--- config.mk ---
export PLATFORM = sky130hd
export DESIGN_NAME = bp_cacc_lce_flit_serializer
export DESIGN_NICKNAME = d
export VERILOG_FILES = /design/src/rtl/bp_cacc_lce_flit_serializer.sv
export SDC_FILE = /design/constraint.sdc
export NUM_CORES = 2
export LEC_CHECK = 0
export CELL_PAD_IN_SITES_DETAIL_PLACEMENT = 1
export CELL_PAD_IN_SITES_GLOBAL_PLACEMENT = 1
export CORE_MARGIN = 5
export CORE_UTILIZATION = 40
export DETAILED_ROUTE_END_ITERATION = 10
export PLACE_DENSITY = 0.88
export SYNTH_ARGS = -nofsm -noshare
export SYNTH_HDL_FRONTEND = slang
export SYNTH_SLANG_ARGS = --single-unit
--- constraint.sdc ---
create_clock -name clk_i -period 2.6 [get_ports clk_i]
set_clock_uncertainty 0.2 [all_clocks]
set_input_delay 0.39 -clock clk_i [delete_from_list [all_inputs] [get_ports clk_i]]
set_output_delay 0.39 -clock clk_i [all_outputs]
set_load 0.005 [all_outputs]
--- src/rtl/bp_cacc_lce_flit_serializer.sv ---
// LCE message to wormhole flit serializer.
// Holds one message and emits a header flit followed by 0..max_payload_flits_p
// payload flits on a ready-and link. A new message may be accepted in the same
// cycle the last flit of the current one is taken, so streams have no bubbles.
module bp_cacc_lce_flit_serializer #(
  parameter int flit_width_p        = 64,
  parameter int cord_width_p        = 7,
  parameter int len_width_p         = 4,
  parameter int max_payload_flits_p = 8,
  localparam int hdr_width_lp       = flit_width_p - cord_width_p - len_width_p
) (
  input  logic                                        clk_i,
  input  logic                                        reset_n_i,
  input  logic [cord_width_p-1:0]                     msg_dst_cord_i,
  input  logic [hdr_width_lp-1:0]                     msg_hdr_i,
  input  logic [max_payload_flits_p*flit_width_p-1:0] msg_payload_i,
  input  logic [len_width_p-1:0]                      msg_payload_flits_i,
  input  logic                                        msg_v_i,
  output logic                                        msg_ready_and_o,
  output logic [flit_width_p-1:0]                     link_data_o,
  output logic                                        link_v_o,
  input  logic                                        link_ready_and_i,
  output logic                                        oversize_o
);

  typedef enum logic {IDLE = 1'b0, SEND = 1'b1} state_e;

  localparam logic [len_width_p-1:0] MaxLen = len_width_p'(max_payload_flits_p);

  state_e                                           state_q, state_d;
  logic [flit_width_p-1:0]                          hdr_flit_q, hdr_flit_d;
  logic [max_payload_flits_p-1:0][flit_width_p-1:0] payload_q, payload_d;
  logic [len_width_p-1:0]                           len_q, len_d;
  logic [len_width_p-1:0]                           cnt_q, cnt_d;
  logic                                             oversize_q, oversize_d;

  logic                   last_flit;
  logic                   accept;
  logic                   oversize_req;
  logic [len_width_p-1:0] len_clamped;

  // Handshake decode: completion of the current message frees the buffer.
  // Ready is forced low while reset is asserted, independent of the clock.
  always_comb begin
    last_flit       = (state_q == SEND) && (cnt_q == len_q) && link_ready_and_i;
    msg_ready_and_o = reset_n_i && ((state_q == IDLE) || last_flit);
    accept          = msg_v_i && msg_ready_and_o;
    oversize_req    = (msg_payload_flits_i > MaxLen);
    len_clamped     = oversize_req ? MaxLen : msg_payload_flits_i;
  end

  // State register plus datapath registers, cleared asynchronously.
  always_ff @(posedge clk_i or negedge reset_n_i) begin
    if (!reset_n_i) begin
      state_q    <= IDLE;
      hdr_flit_q <= '0;
      payload_q  <= '0;
      len_q      <= '0;
      cnt_q      <= '0;
      oversize_q <= 1'b0;
    end else begin
      state_q    <= state_d;
      hdr_flit_q <= hdr_flit_d;
      payload_q  <= payload_d;
      len_q      <= len_d;
      cnt_q      <= cnt_d;
      oversize_q <= oversize_d;
    end
  end

  // Next state: leave SEND only when the last flit goes and nothing replaces it.
  always_comb begin
    state_d = state_q;
    case (state_q)
      IDLE:    if (accept) state_d = SEND;
      SEND:    if (last_flit && !msg_v_i) state_d = IDLE;
      default: state_d = IDLE;
    endcase
  end

  // Datapath next values: capture on accept, otherwise advance on each taken flit.
  always_comb begin
    hdr_flit_d = hdr_flit_q;
    payload_d  = payload_q;
    len_d      = len_q;
    cnt_d      = cnt_q;
    oversize_d = oversize_q;
    if (accept) begin
      hdr_flit_d = {msg_hdr_i, len_clamped, msg_dst_cord_i};
      payload_d  = msg_payload_i;
      len_d      = len_clamped;
      cnt_d      = '0;
      oversize_d = oversize_q | oversize_req;
    end else if ((state_q == SEND) && link_ready_and_i && (cnt_q < len_q)) begin
      cnt_d = cnt_q + 1'b1;
    end
  end

  // Outputs: header at count 0, payload flit (cnt-1) afterwards.
  always_comb begin
    link_v_o    = (state_q == SEND);
    oversize_o  = oversize_q;
    link_data_o = hdr_flit_q;
    for (int k = 0; k < max_payload_flits_p; k++) begin
      if (cnt_q == len_width_p'(k + 1)) link_data_o = payload_q[k];
    end
  end

endmodule

==> impl_metrics.env <==
export IMPL_max_stage_delay_ps=520
export IMPL_vias=24342
export IMPL_drt_total_wl_um=138000
export IMPL_min_from="msg_payload_i[230]"
export IMPL_clockBufferDepth=3
export IMPL_synth_distinct_cells=54
export IMPL_path_delay_family="compound AO/OA/AOI/OAI gates"
export IMPL_port_buffers=646
export IMPL_grt_pass1_vias=26925
export IMPL_cts_buffers=67
export IMPL_yosysTopAreaCell="dfrtp_1"
export IMPL_synthFlopType="dfrtp_1"
export IMPL_rsz0062_at_grt="yes"
export IMPL_synth_cells=2068
export IMPL_min_period_over_period_pct=140
export IMPL_die_area_mm2=0.0723
export IMPL_wire_per_inst_um=35.6
export IMPL_layout_common_cells="clkdlybuf4s50_1, dfrtp_1, mux2_2"
export IMPL_leakage_nw=17.3
export IMPL_ctsRootBufferMaster="clkbuf_16"
export IMPL_drtIter0Drc=2489
export IMPL_cp_buffers_inverters=6
export IMPL_netlist_top_cells_area="dfrtp_1, mux2_2, mux2_1"
export IMPL_final_cells=3884
export IMPL_drv_slew=0
export IMPL_cts_htree_levels=3
export IMPL_setup_tns_ps=-118960
export IMPL_hold_slack_ps=174
export IMPL_critPathCaptureType="primary output"
export IMPL_drive_gt1_share_pct=34.9
export IMPL_cpMostUsedCell="buf_12"
export IMPL_syn2layout_area_growth_pct=55.6
export IMPL_cts_sinks=582
export IMPL_crit_fanout=5
export IMPL_path_class="flip-flop to primary output"
export IMPL_cts_clk_slew_worst_paths_ps=60
export IMPL_drv_cap=0
export IMPL_synth_top_cell_area_share_pct=54.4
export IMPL_grt_usage_pct=35.2
export IMPL_period_minus_slack_ps=3650
export IMPL_globalplace_congestion=0.914
export IMPL_p_per_area_mw_per_mm2=1310
export IMPL_drc_errors=0
export IMPL_syn_area_per_cell_um2=13.0
export IMPL_io_pins=647
export IMPL_ant_nets=0
export IMPL_setup_viol=630
export IMPL_overflow=0
export IMPL_pre_cts_slack_ps=-669
export IMPL_failed_checks="negative setup slack"
export IMPL_finalNetCount=3519
export IMPL_grt_max_degree=106
export IMPL_tightest_slew_ps=755
export IMPL_synth_edff_count=0
export IMPL_slew_headroom_pct=49.7
export IMPL_cp_data_required_time_ps=2010
export IMPL_cp_arrival_ps=3060
export IMPL_reg2reg_from="cnt_q[0]"
export IMPL_core_region_area_mm2=0.0661
export IMPL_utilization_pct=63.1
export IMPL_grt_pass1_wl_um=188000
export IMPL_initial_core_util_pct=40.5
export IMPL_fmax_mhz=274
export IMPL_synth_seq_cells=582
export IMPL_startpoint="cnt_q[0]"
export IMPL_status="finished with violations"
export IMPL_dpl_hpwl_um=77400
export IMPL_antenna_found_initial=49
export IMPL_die_h_um=269
export IMPL_hold_class="primary input to flip-flop"
export IMPL_layout_commonest_cell="clkdlybuf4s50_1"
export IMPL_die_x_um=269
export IMPL_syn_cell_area_mm2=0.0268
export IMPL_setup_ws_ps=-1050
export IMPL_dp_cells=3557
export IMPL_clkLatencyLatePin_ps=600
export IMPL_timing_hold_violations_final=0
export IMPL_yosys_warnings=0
export IMPL_vias_per_cell=6.27
export IMPL_syn_nets=2656
export IMPL_rows=94
export IMPL_start_kind="flip-flop"
export IMPL_ys_seq_area_share_pct=54.4
export IMPL_cts_tree="yes"
export IMPL_critPathSlowestCell="a222oi_1"
export IMPL_async_reset_ff_share_pct=100
export IMPL_vdd_ir_drop_worst_uv=839
export IMPL_cp_cell_sequence="buf_6, ha_4, buf_12, buf_12, buf_16, buf_8, a22o_1, a222oi_1, o311ai_1, buf_2"
export IMPL_drt_first_pass_iters=8
==> repair_timing <==
action | 4_1_cts | 5_1_grt
setup buffers | 83 | 54
hold endpoints to repair | 42 | 0
hold buffers | 1 | 0
resized for setup | 522 | 182
setup endpoints to repair | 621 | 642
cloned | 43 | 12
pin swaps | 142 | 113
==> stage by stage <==
step	area, um2	power [W]
2_1_floorplan	26800	0.0268
4_1_cts	40500	0.0511
3_3_place_gp	35400	0.0361
5_1_grt	41700	0.0564
6_report	41700	0.0548
3_5_place_dp	35400	0.0377
==> path summary, 6_finish.rpt <==
kind	end	slack, ps	depth (start not counted)
setup / recovery	link_data_o[5]	-1050	10
hold / removal	payload_q[230]	170	2
setup reg to reg	payload_q[410]	-270	13
hold reg to reg	payload_q[85]	300	1
max in group asynchronous	payload_q[160]	850	4
min in group asynchronous	hdr_flit_q[17]	250	3
==> logic make-up (layout without fill, tap and decap cells) <==
| logic type | count (synthesis) | after routing | synth area share, % |
|---|---|---|---|
| AO/OA/AOI/OAI | 414 | 414 | 12.6 |
| adder cells (fa/ha/maj) | 8 | 8 | 0.374 |
| buffers and inverters | 193 | 1100 | 3.32 |
| flip-flops | 582 | 582 | 54.4 |
| multiplexers | 576 | 576 | 24.2 |
| other | 0 | 45 | 0 |
| AND/OR/NAND/NOR | 295 | 295 | 5.14 |
==> power breakdown <==
part           internal [W]  switching [W]
clock               0.00535        0.00424
combinational        0.0148         0.0128
sequential           0.0137        0.00390
==> state kept, by name, summed over array words and instances (netlist names) <==
register	count
oversize_o	1
cnt_q	4
payload_q	512
hdr_flit_q	64
link_v_o	1
==> synth_stat cells (2+ instances only) <==
master,number
and3_1,2
a22o_1,62
buf_4,13
inv_1,9
o21a_1,3
buf_2,74
or3b_1,2
nor2_1,66
mux2i_1,2
a222oi_1,61
nor2b_1,71
o31a_1,2
ha_1,8
mux2_1,183
buf_6,3
nor3_1,3
a31oi_1,59
or4_1,2
o211ai_1,2
nand2_1,127
dfrtp_1,582
nand3_1,4
o31ai_1,6
and3b_1,2
nand3b_1,3
o21ai_1,4
o221a_1,60
o21ai_0,8
o22a_1,2
a22oi_1,2
a21oi_1,71
nand2b_1,5
and2_1,2
buf_1,4
mux2_2,391
clkbuf_1,90
o311ai_1,61
==> layer usage <==
metal | part of all wire (%) | global-route usage (%) | vias to the layer above
li1 | - | - | 9560
met1 | 35 | 39.9 | 12451
met4 | 7.6 | 21.9 | 12
met3 | 8.0 | 8.07 | 613
met2 | 49 | 60.2 | 1706
met5 | 0.049 | 0 | -
==> worst reg2reg max path, cell delays in order, from the launching register on <==
cell     delay (ps)
dfrtp_2         430
buf_6           130
inv_6            40
buf_6           120
ha_4            260
nand3_4          70
o21ai_4         170
and3_4          270
buf_12          140
buf_16          180
buf_12          180
buf_6           100
buf_12          120
mux2_4          330
==> cell type report <==
class,instances,area [um2]
Clock inverter,27,238
Clock buffer,86,1890
Timing Repair Buffer,978,11100
Tap cell,864,1080
Fill cell,6188,24400
Sequential cell,582,14600
Inverter,9,38.8
Antenna cell,45,113
Multi-Input combinational cell,1293,12700
No activity file was read; power rests on OpenSTA's default activity.
